==> src/rtl/spn_decrypt_core.sv <==
// spn_decrypt_core: iterative 3-round decryptor for the 16-bit SPN toy cipher.
// Performs one inverse round per clock, then holds the plaintext until it is taken.
module spn_decrypt_core #(
  parameter int unsigned DATA_W = 16,
  parameter int unsigned KEY_W  = 32,
  parameter int unsigned ROUNDS = 3
) (
  input  logic              clk,
  input  logic              rst_n,
  input  logic              in_valid,
  output logic              in_ready,
  input  logic [DATA_W-1:0] in_data,
  input  logic [KEY_W-1:0]  in_key,
  output logic              out_valid,
  input  logic              out_ready,
  output logic [DATA_W-1:0] out_data,
  output logic              busy
);

  localparam int unsigned RCNT_W = $clog2(ROUNDS + 1);

  typedef enum logic [1:0] {
    IDLE  = 2'd0,
    ROUND = 2'd1,
    DONE  = 2'd2
  } state_e;

  state_e              state_q, state_d;
  logic [DATA_W-1:0]   s_q, s_d;
  logic [KEY_W-1:0]    key_q, key_d;
  logic [RCNT_W-1:0]   rcnt_q, rcnt_d;
  logic                in_ready_q, out_valid_q, busy_q;
  logic [DATA_W-1:0]   rk;
  logic [DATA_W-1:0]   mixed;
  logic [DATA_W-1:0]   step_s;

  // Inverse S-box on one nibble.
  function automatic logic [3:0] inv_sbox(input logic [3:0] n);
    logic [3:0] r;
    case (n)
      4'h0: r = 4'h6;  4'h1: r = 4'h7;  4'h2: r = 4'hC;  4'h3: r = 4'h8;
      4'h4: r = 4'h9;  4'h5: r = 4'hE;  4'h6: r = 4'hB;  4'h7: r = 4'h1;
      4'h8: r = 4'hD;  4'h9: r = 4'h4;  4'hA: r = 4'hF;  4'hB: r = 4'h5;
      4'hC: r = 4'hA;  4'hD: r = 4'h2;  4'hE: r = 4'h0;  default: r = 4'h3;
    endcase
    return r;
  endfunction

  // Inverse S-box applied to all four nibbles.
  function automatic logic [15:0] inv_sub(input logic [15:0] x);
    logic [15:0] r;
    for (int n = 0; n < 4; n++) begin
      r[4*n +: 4] = inv_sbox(x[4*n +: 4]);
    end
    return r;
  endfunction

  // 4x4 bit transpose; it is its own inverse.
  function automatic logic [15:0] perm(input logic [15:0] x);
    logic [15:0] r;
    for (int i = 0; i < 4; i++) begin
      for (int j = 0; j < 4; j++) begin
        r[4*j+i] = x[4*i+j];
      end
    end
    return r;
  endfunction

  // One inverse round: round 3 has no permutation, rounds 2 and 1 do.
  always_comb begin
    rk = key_q[23:8];
    case (rcnt_q)
      RCNT_W'(3): rk = {key_q[7:0], key_q[31:24]};
      RCNT_W'(2): rk = key_q[15:0];
      default:    rk = key_q[23:8];
    endcase
    mixed = s_q ^ rk;
    if (rcnt_q == RCNT_W'(ROUNDS)) begin
      step_s = inv_sub(mixed);
    end else begin
      step_s = inv_sub(perm(mixed));
    end
  end

  // Next-state and datapath update.
  always_comb begin
    state_d = state_q;
    s_d     = s_q;
    key_d   = key_q;
    rcnt_d  = rcnt_q;
    case (state_q)
      IDLE: begin
        if (in_valid) begin
          s_d     = in_data;
          key_d   = in_key;
          rcnt_d  = RCNT_W'(ROUNDS);
          state_d = ROUND;
        end
      end
      ROUND: begin
        s_d    = step_s;
        rcnt_d = rcnt_q - RCNT_W'(1);
        if (rcnt_q == RCNT_W'(1)) begin
          state_d = DONE;
        end
      end
      DONE: begin
        if (out_ready) begin
          state_d = IDLE;
        end
      end
      default: state_d = IDLE;
    endcase
  end

  // State, datapath and registered handshake flags.
  always_ff @(posedge clk or negedge rst_n) begin
    if (!rst_n) begin
      state_q     <= IDLE;
      s_q         <= '0;
      key_q       <= '0;
      rcnt_q      <= '0;
      in_ready_q  <= 1'b1;
      out_valid_q <= 1'b0;
      busy_q      <= 1'b0;
    end else begin
      state_q     <= state_d;
      s_q         <= s_d;
      key_q       <= key_d;
      rcnt_q      <= rcnt_d;
      in_ready_q  <= (state_d == IDLE);
      out_valid_q <= (state_d == DONE);
      busy_q      <= (state_d != IDLE);
    end
  end

  assign in_ready  = in_ready_q;
  assign out_valid = out_valid_q;
  assign busy      = busy_q;
  // Final whitening with K0; only meaningful while out_valid is high.
  assign out_data  = s_q ^ key_q[31:16];

endmodule

==> config.mk <==
export PLATFORM = sky130hd
export DESIGN_NAME = spn_decrypt_core
export DESIGN_NICKNAME = d
export VERILOG_FILES = /design/src/rtl/spn_decrypt_core.sv
export SDC_FILE = /design/constraint.sdc
export NUM_CORES = 1
export LEC_CHECK = 0
export BUFFER_PORTS_ARGS = -buffer_cell sky130_fd_sc_hd__buf_2
export CORE_UTILIZATION = 25
export CTS_CLUSTER_SIZE = 14
export DETAILED_ROUTE_END_ITERATION = 6
export PLACE_DENSITY = 0.49
export SYNTH_ARGS = -nofsm -noshare
export SYNTH_HDL_FRONTEND = slang
export SYNTH_SLANG_ARGS = --single-unit
==> constraint.sdc <==
create_clock -name clk -period 3.3 [get_ports clk]
set_input_delay 0.165 -clock clk [delete_from_list [all_inputs] [get_ports clk]]
set_output_delay 0.165 -clock clk [all_outputs]
set_load 0.02 [all_outputs]
==> results.ini, run 1 <==
[worst_hold_path]
min_path_type=in2reg

[timing]
fin_skew_ns=0.00682
setup_tns_ns=0
layout_min_cycle_time_ns=2.92
drv_slew=0
relSlewSlack=0.232
rsz0062_at_grt=false
worst_pin_slew_ns=1.15
hold_viol=0
max_freq_ghz=0.342
min_period_over_period=0.885
setup_viol=0

[synth]
netlist_area_sq_um=4110
ys.flop_type=dfrtp_1
ys_seq_area_frac=0.335
synthArstFlopShare=1.00
synth_cells=403
ys_ff_latch=55
synth_edf_count=0
synth_nets=482
ys_warn_count=0
ys_types=57
postSynthAreaPerCell_sq_um=10.2

[worst_setup_path]
start_kind=register
cp.required_ns=3.46
cp_data_arrival_time_ns=3.08
crit_fanout=29
worstSetupEndpointType=register
path_class=reg2reg

[routing]
drtAntennaViolNets=0
vias=3346
drt-total-wl_um=11800
drcViolationCount=0
drtPass1Iterations=4
vias_per_cell=4.81
wl_per_cell_um=17.0
drt_iter0_drc=166

[placement]
dp_hpwl_um=8640
dp.cells=687
io_buffers=70
routabilityCongestion=0.862

[run]
max_cap_violations=0

[cells_and_area]
area_growth_pct=19.8
post-route-util=0.309
final_common_cell=buf_2
drive_gt1_frac=0.350
num-fill-cells=1691
layoutNonFillerInstCount=696
final_cell_mix=buf_2 (70), dfrtp_1 (54), mux2_2 (33)
fin_nets=558
n_antenna_cell=0

[floorplan]
placement_rows=46
dieArea_sq_um=17000
die_w_um=130
die_h_um=130
core_sq_um=15900
start_util=0.258
num_io_pins=71

[grt]
track_usage=0.149
grt_start_max_net_pins=41
grt_pass1_vias=3378
grt-ovfl-total=0
grt_pass1_wl_um=19000
antenna_found_initial=0

[outcome]
status=completed

[clock_network]
cts_tree=built
numCtsBuffers=5
clock_latency_ns=0.30
clockBufferDepth=2
clock-sinks=55
clockRootBuffer=clkbuf_16
post_cts_buffers=0
cts_max_level=2
clkTransAtPathRegs_ns=0.07
cts_resized=0

-- registers in the layout, indices dropped and copies added, names as in the netlist --
register	cells
in_ready	1
s_q	16
key_q	32
rcnt_q	2
state_q	2
busy	1
out_valid	1
-- per-layer routing --
metal / part of all wire / GRT usage
met2: 0.46 / 0.233
met1: 0.48 / 0.205
met3: 0.056 / 0.0316
met4: 0.0092 / 0.0417
met5: 0 / 0
-- timing repair --
| action | in CTS | in global routing |
|---|---|---|
| hold buffers | 1 | 0 |
| setup endpoints to repair | 0 | 0 |
| hold endpoints to repair | 32 | 0 |
-- final timing paths --
path                       cells past startpoint        from        end  slack (ns)
setup / recovery                               9   rcnt_q[0]     s_q[1]        0.38
min in group asynchronous                      2       rst_n  key_q[25]        0.51
hold / removal                                 2  in_data[7]     s_q[7]        0.09
setup reg to reg                               9   rcnt_q[0]     s_q[1]        0.38
hold reg to reg                                1   rcnt_q[0]  rcnt_q[0]        0.54
max in group asynchronous                      3       rst_n  key_q[11]        1.99
-- cell type report --
type                    instances  area, sq um  area share
well taps                     216          270      0.0549
repair buffers                 92          518       0.105
clock buffers                   7          153      0.0310
multi-input cells             305         2520       0.513
flip-flops and latches         55         1380       0.280
clock inverters                 1         7.51     0.00152
inverters                      20         75.1      0.0152
-- worst max-delay path, stage by stage (launching register included) --
cell,delay (ns)
dfrtp_1,0.42
ha_1,0.24
buf_4,0.34
a22o_1,0.20
a21oi_1,0.06
xnor2_2,0.42
ha_1,0.31
mux4_2,0.44
mux2i_1,0.25
o21ai_1,0.09
-- cells by family (layout without fill, tap and decap cells) --
group	count (synthesis)	in the layout	synth area share
fa+ha+maj	27	27	0.0822
mux	46	46	0.134
simple gates	71	71	0.0837
flops	55	55	0.335
buf+inv	43	120	0.0524
xor+xnor	35	35	0.0956
compound gates	126	126	0.217
-- per-stage QoR --
step                      worst slack [ns]  instance area [sq um]  hold WS (ns)
final                                0.379                   4930        0.0889
after global routing                 0.169                   4930        0.0857
after CTS                            0.333                   4930        0.0828
after detailed placement             0.342                   4760         0.321
after global placement               0.386                   4760         0.315
after floorplan                      0.622                   4110        -0.131
-- synth_stat cells, types with 6 or more instances --
| library cell | number | share of area |
|---|---|---|
| xnor2_1 | 8 | 0.017 |
| a22o_1 | 16 | 0.034 |
| a31oi_1 | 10 | 0.015 |
| buf_2 | 7 | 0.0085 |
| nor2_1 | 19 | 0.017 |
| nor3_1 | 17 | 0.021 |
| nand2_1 | 18 | 0.016 |
| clkbuf_1 | 9 | 0.0082 |
| mux2i_1 | 9 | 0.022 |
| inv_1 | 9 | 0.0082 |
| dfrtp_1 | 54 | 0.33 |
| o21ai_0 | 18 | 0.022 |
| o21ai_1 | 11 | 0.013 |
| o211ai_1 | 7 | 0.013 |
| xor2_1 | 17 | 0.036 |
| xnor2_2 | 6 | 0.024 |
| ha_1 | 27 | 0.082 |
| a22oi_1 | 6 | 0.011 |
| a21oi_1 | 21 | 0.026 |
| inv_2 | 10 | 0.0091 |
| mux2_2 | 33 | 0.090 |
Power of run 1 is left out: the tool's default activity adds up to more than one toggle a clock period on the data nets, which glitch-free logic cannot reach.
==> run 2: changes to the inputs <==
- CORE_UTILIZATION: 25 -> 46
- PLACE_DENSITY: 0.49 -> 0.75
- REMOVE_ABC_BUFFERS: unset -> 1
==> run 2 against run 1 <==
Net effect: first-iteration DRC count decreased by 4.8%; sequential share of layout area is 0.95 points higher; die area shrank 45%.
==> results.ini, run 2 (same netlist as run 1, synthesis figures left out) <==
[outcome]
status=completed

[worst_hold_path]
min_path_type=in2reg

[worst_setup_path]
cp_data_arrival_time_ns=3.24  ; +0.16 ns
start_kind=register
reg2reg_slack_ns=0.24  ; -0.14 ns
crit_chain=inv_1 > ha_1 > buf_4 > a22o_1 > a21oi_1 > xnor2_2 > ha_1 > mux4_2 > mux2i_1 > o21ai_1
crit_buf_inv=2  ; +1
cp.required_ns=3.48  ; +0.02 ns
reg2reg_depth=10  ; +1
path_common_cell=ha_1
crit_start=rcnt_q[0]
rr_endpoint=s_q[1]
cp_slowest_cell=xnor2_2
reg2reg_from=rcnt_q[0]
worstSetupEndpointType=register
endpoint=s_q[1]
path_depth=10  ; +1
slowest_delay_ns=0.49  ; +0.05 ns
cp_top_family=adder cells
path_class=reg2reg
crit_fanout=11  ; -62%

[clock_network]
cts_max_level=2  ; unchanged
clockRootBuffer=clkbuf_8
clock_latency_ns=0.31  ; about the same
cts_resized=0  ; unchanged
clkTransAtPathRegs_ns=0.10  ; +0.03 ns
clock-sinks=55  ; unchanged
numCtsBuffers=5  ; unchanged
cts_tree=built
clockBufferDepth=2  ; unchanged

[timing]
max_freq_ghz=0.327  ; -4.4%
worst_pin_slew_ns=1.08  ; -0.0695 ns
min_period_over_period=0.926  ; +0.0412
setup_ws_ns=0.243  ; -0.136 ns
fin_skew_ns=0.00824  ; +0.00141 ns
rsz0062_at_grt=false
drv_slew=0  ; unchanged
hold_viol=0  ; unchanged
setup_viol=0  ; unchanged
relSlewSlack=0.278  ; +0.0464
layout_min_cycle_time_ns=3.06  ; +0.136 ns

[grt]
track_usage=0.241  ; +0.0923
grt_pass1_wl_um=17000  ; -10%
antenna_found_initial=0  ; unchanged
grt_pass1_vias=3453  ; +2.2%
grt-ovfl-total=0  ; unchanged
grt_start_max_net_pins=41  ; unchanged

[routing]
wl_per_cell_um=17.8  ; +4.7%
vias_per_cell=5.91  ; +23%
vias=3486  ; +4.2%
drtPass1Iterations=4  ; unchanged
drcViolationCount=0  ; unchanged
drt_iter0_drc=158  ; -4.8%
drtAntennaViolNets=0  ; unchanged
drt-total-wl_um=10500  ; -11%

[placement]
routabilityCongestion=0.848  ; -1.5%
place_area_sq_um=4640  ; -2.5%
dp_hpwl_um=7760  ; -10%
dp_slack_ns=0.275  ; -0.0663 ns
io_buffers=70  ; unchanged

[cells_and_area]
largest_register=key_q
num-fill-cells=805  ; -52%
final_cell_mix=buf_2 (70), dfrtp_1 (54), mux2_2 (33)
largest_reg_flops=32  ; unchanged
fin_nets=560  ; +0.36%
n_antenna_cell=0  ; unchanged
area_growth_pct=15.9
post-route-util=0.549  ; +0.240
drive_gt1_frac=0.353  ; +0.00270
stdcell_area_sq_um=4760  ; -3.3%
reg.largest.list=key_q (32), s_q (16)
final_common_cell=buf_2

[run]
max_cap_violations=0  ; unchanged

[floorplan]
die_h_um=96.5  ; -26%
num_io_pins=71  ; unchanged
placement_rows=34  ; -26%
start_util=0.474  ; +0.216
die_w_um=96.5  ; -26%
dieArea_sq_um=9320  ; -45%
core_sq_um=8680  ; -46%

[run 2: metal layers]
layer  up-vias  wire, um  part of all wire  GRT usage
li1       1650         -                 -          -
met1      1711      4540              0.43      0.295
met2       113      5230              0.50      0.425
met3        12       614             0.058     0.0469
met4         0       127             0.012     0.0723
met5         -         0                 0          0
[run 2: final cells by class]
cell class	instances	area, sq um	share of cell area
Clock inverter	2	35.0	0.00735
Inverter	20	75.1	0.0158
Tap cell	108	135	0.0284
Multi-Input combinational cell	305	2520	0.530
Sequential cell	55	1380	0.289
Timing Repair Buffer	94	533	0.112
Clock buffer	6	82.6	0.0173
[run 2: through the flow]
stage	instances	TNS (ns)	hold WS [ns]
6_report	590	0	0.0738
5_1_grt	590	0	0.0662
4_1_cts	590	0	0.0660
3_5_place_dp	581	0	0.308
3_3_place_gp	581	0	0.302
2_1_floorplan	380	-0.0248	-0.131
[run 2: worst register-to-register path, stage by stage (launching register included)]
cell and delay (ns):
dfrtp_1 0.44, inv_1 0.08, ha_1 0.37, buf_4 0.28
a22o_1 0.15, a21oi_1 0.06, xnor2_2 0.49, ha_1 0.33
mux4_2 0.46, mux2i_1 0.19, o21ai_1 0.08
[run 2: worst min path at each step]
stage	from	end	slack, ns	depth (start not counted)
after floorplan	rst_n	busy	-0.13	0
after global placement	rst_n	key_q[3]	0.30	1
after detailed placement	rst_n	key_q[19]	0.31	1
after CTS	in_key[12]	key_q[12]	0.07	2
after global routing	in_key[12]	key_q[12]	0.07	2
final	in_key[12]	key_q[12]	0.07	2
[run 2: timing repair]
item / in CTS / in global routing
hold buffers: 1 / 0
endpoints found under the hold margin: 34 / 0
setup buffers: 0 / 0
Power of run 2 is left out for the same reason.
==> run 3: changes to the inputs <==
- ABC_AREA: unset -> 1
- PLACE_DENSITY: 0.75 -> 0.74
==> run 3 against run 2 <==
Net effect: sequential share of layout area is 2.2 points lower; synthesized cell count increased by 78%; setup slack improved by 0.43 ns; routed wire length is 24% higher; clock-buffer cell count shrank 1; global-route usage increased by 2.1 points; sequential cell count unchanged; non-clock buffer count is 14 lower; critical path depth is 5 higher; final area grew 8.1%; via count increased by 40%; final cell count up 55%; largest cell class unchanged.
==> results.ini, run 3 <==
[grt]
track_usage=0.262  ; +0.0211
grt_pass1_wl_um=21300  ; +25%
grt_start_max_net_pins=48  ; +17%
groute.layer.met2.usage=0.439  ; +0.0135
top_usage_layer=met2
antenna_found_initial=0  ; unchanged
met3_usage=0.0244  ; -0.0225
grt_pass1_vias=4420  ; +28%
grt-ovfl-total=0  ; unchanged
grt_util_met1=0.355  ; +0.0593

[worst_setup_path]
cp.required_ns=3.52  ; +0.04 ns
crit_buf_inv=2  ; unchanged
crit_fanout=21  ; +10
cp_slowest_cell=dfrtp_1
path_class=reg2reg
path_common_cell=nand2_1
cp_top_family=simple AND/OR/NAND/NOR gates
crit_start=rcnt_q[0]
reg2reg_from=rcnt_q[0]
slowest_delay_ns=0.42  ; -0.07 ns
cp_data_arrival_time_ns=2.85  ; -0.39 ns
endpoint=s_q[5]
reg2reg_depth=15  ; +5
path_depth=15  ; +5
start_kind=register
rr_endpoint=s_q[5]
worstSetupEndpointType=register
crit_chain=inv_1 > ha_1 > nor2_8 > nand2_1 > nand2_1 > nand2_1 > nand2_4 > inv_2 > ha_1 > nand2_1 > nand2_1 > a21oi_1 > nand2_1 > nand3_1 > a21oi_1
reg2reg_slack_ns=0.67  ; +0.43 ns

[cells_and_area]
area_growth_pct=10.7
num-fill-cells=1007  ; +25%
largest_register=key_q
largest_reg_flops=32  ; unchanged
final_cell_mix=nand2_1 (322), nand3_1 (104), buf_2 (70)
fin_nets=859  ; +53%
reg.largest.list=key_q (32), s_q (16)
final_common_cell=nand2_1
drive_gt1_frac=0.169  ; -0.184
n_antenna_cell=0  ; unchanged

[synth]
ys_types=27  ; -53%
muxShareOfSynthArea=0  ; -0.134
synthArstFlopShare=1.00  ; unchanged
synth_fa_ha_area_frac=0.0727  ; -0.00951
synth_most_common_cell=nand2_1
ys_seq_area_frac=0.296  ; -0.0388
synth_cells=718  ; +78%
synth-xor-area-share=0.0301  ; -0.0654
synth_compound_area_frac=0.0662  ; -0.151
yosys.area_share.simple=0.453  ; +0.369
ys.flop_type=dfrtp_1
ys_ff_latch=55  ; unchanged
synthTopCellsByCount=nand2_1 (322), nand3_1 (104), dfrtp_1 (54), inv_1 (48), nand2_2 (31)
ys_warn_count=0  ; unchanged
yosysTopAreaCell=dfrtp_1
synthTopCellsByArea=dfrtp_1 (29%), nand2_1 (26%), nand3_1 (11%)
postSynthAreaPerCell_sq_um=6.47  ; -37%
synth_top_family_by_area=simple AND/OR/NAND/NOR gates
synth_top_area_frac=0.291  ; -0.0381
netlist_area_sq_um=4650  ; +13%
synth_edf_count=0  ; unchanged

[routing]
drcViolationCount=0  ; unchanged
drtAntennaViolNets=0  ; unchanged
drt_iter0_drc=385  ; +140%
vias=4878  ; +40%
wl_per_cell_um=14.3  ; -20%
vias_per_cell=5.34  ; -9.7%
drt-total-wl_um=13100  ; +24%
drtPass1Iterations=5  ; +1

[clock_network]
clockRootBuffer=clkbuf_8
clkTransAtPathRegs_ns=0.11  ; about the same
post_cts_buffers=0  ; unchanged
clock_latency_ns=0.33  ; +0.02 ns
postCtsHoldBufs=0  ; -1
cts_max_level=2  ; unchanged
cts_tree=built
clock-sinks=55  ; unchanged
numCtsBuffers=5  ; unchanged
cts_resized=0  ; unchanged
clockBufferDepth=2  ; unchanged

[floorplan]
dieArea_sq_um=10500  ; +13%
placement_rows=36  ; +5.9%
start_util=0.476  ; +0.00193
die_w_um=103  ; +6.2%
num_io_pins=71  ; unchanged
core_sq_um=9770  ; +13%
die_h_um=103  ; +6.2%

[timing]
worst_pin_slew_ns=1.11  ; +0.0255 ns
drv_slew=0  ; unchanged
rsz0062_at_grt=false
relSlewSlack=0.263  ; -0.0153
fin_skew_ns=0.0135  ; +0.00527 ns
setup_viol=0  ; unchanged
hold_viol=0  ; unchanged
min_period_over_period=0.796  ; -0.130
layout_min_cycle_time_ns=2.63  ; -0.429 ns
max_freq_ghz=0.381  ; +16%
setup_tns_ns=0  ; unchanged

[placement]
routabilityCongestion=0.920  ; +8.5%
io_buffers=70  ; unchanged
dp_hpwl_um=9710  ; +25%

[run]
max_cap_violations=0  ; unchanged

[outcome]
status=completed

[worst_hold_path]
min_path_type=in2reg

[run 3: layout make-up]
class	instances	area (sq um)	area share
Inverter	51	191	0.0372
Tap cell	133	166	0.0323
Clock buffer	5	68.8	0.0134
Timing Repair Buffer	80	425	0.0826
Clock inverter	3	23.8	0.00462
Sequential cell	55	1380	0.268
Multi-Input combinational cell	587	2890	0.562
[run 3: worst min-delay path by stage]
| stage | from | slack [ns] | to | cells after the start |
|---|---|---|---|---|
| floorplan | rst_n | -0.13 | busy | 0 |
| global placement | in_key[23] | 0.37 | key_q[23] | 3 |
| detailed placement | in_key[9] | 0.37 | key_q[9] | 3 |
| CTS | in_key[9] | 0.02 | key_q[9] | 3 |
| global route | out_ready | 0.03 | out_valid | 2 |
| finish | in_key[15] | 0.02 | key_q[15] | 3 |
[run 3: stage by stage]
step	std cells	utilization	hold WS (ns)	instance area (sq um)	worst slack [ns]
2_1_floorplan	693	-	-0.131	4460	0.489
3_3_place_gp	906	0.517	0.365	5050	0.809
3_5_place_dp	906	0.517	0.369	5050	0.736
4_1_cts	914	0.527	0.0223	5150	0.713
5_1_grt	914	0.527	0.0288	5150	0.433
6_report	914	0.527	0.0247	5150	0.672
[run 3: logic make-up (layout without fill, tap and decap cells)]
family	after synthesis	after routing
flip-flops	55	55
XOR/XNOR	16	16
buffers and inverters	76	139
adder cells (fa/ha/maj)	27	27
AND/OR/NAND/NOR	490	490
AO/OA/AOI/OAI	54	54
[run 3: routing by layer]
| layer | part of all wire | up-vias |
|---|---|---|
| met5 | 0 | - |
| met3 | 0.056 | 21 |
| li1 | - | 2405 |
| met1 | 0.44 | 2276 |
| met4 | 0.016 | 0 |
| met2 | 0.48 | 176 |
[run 3: worst min-delay path: stages]
cell and delay, ns:
buf_2 0.07, nand2_1 0.04, nand2_1 0.05
Power of run 3 is left out for the same reason.
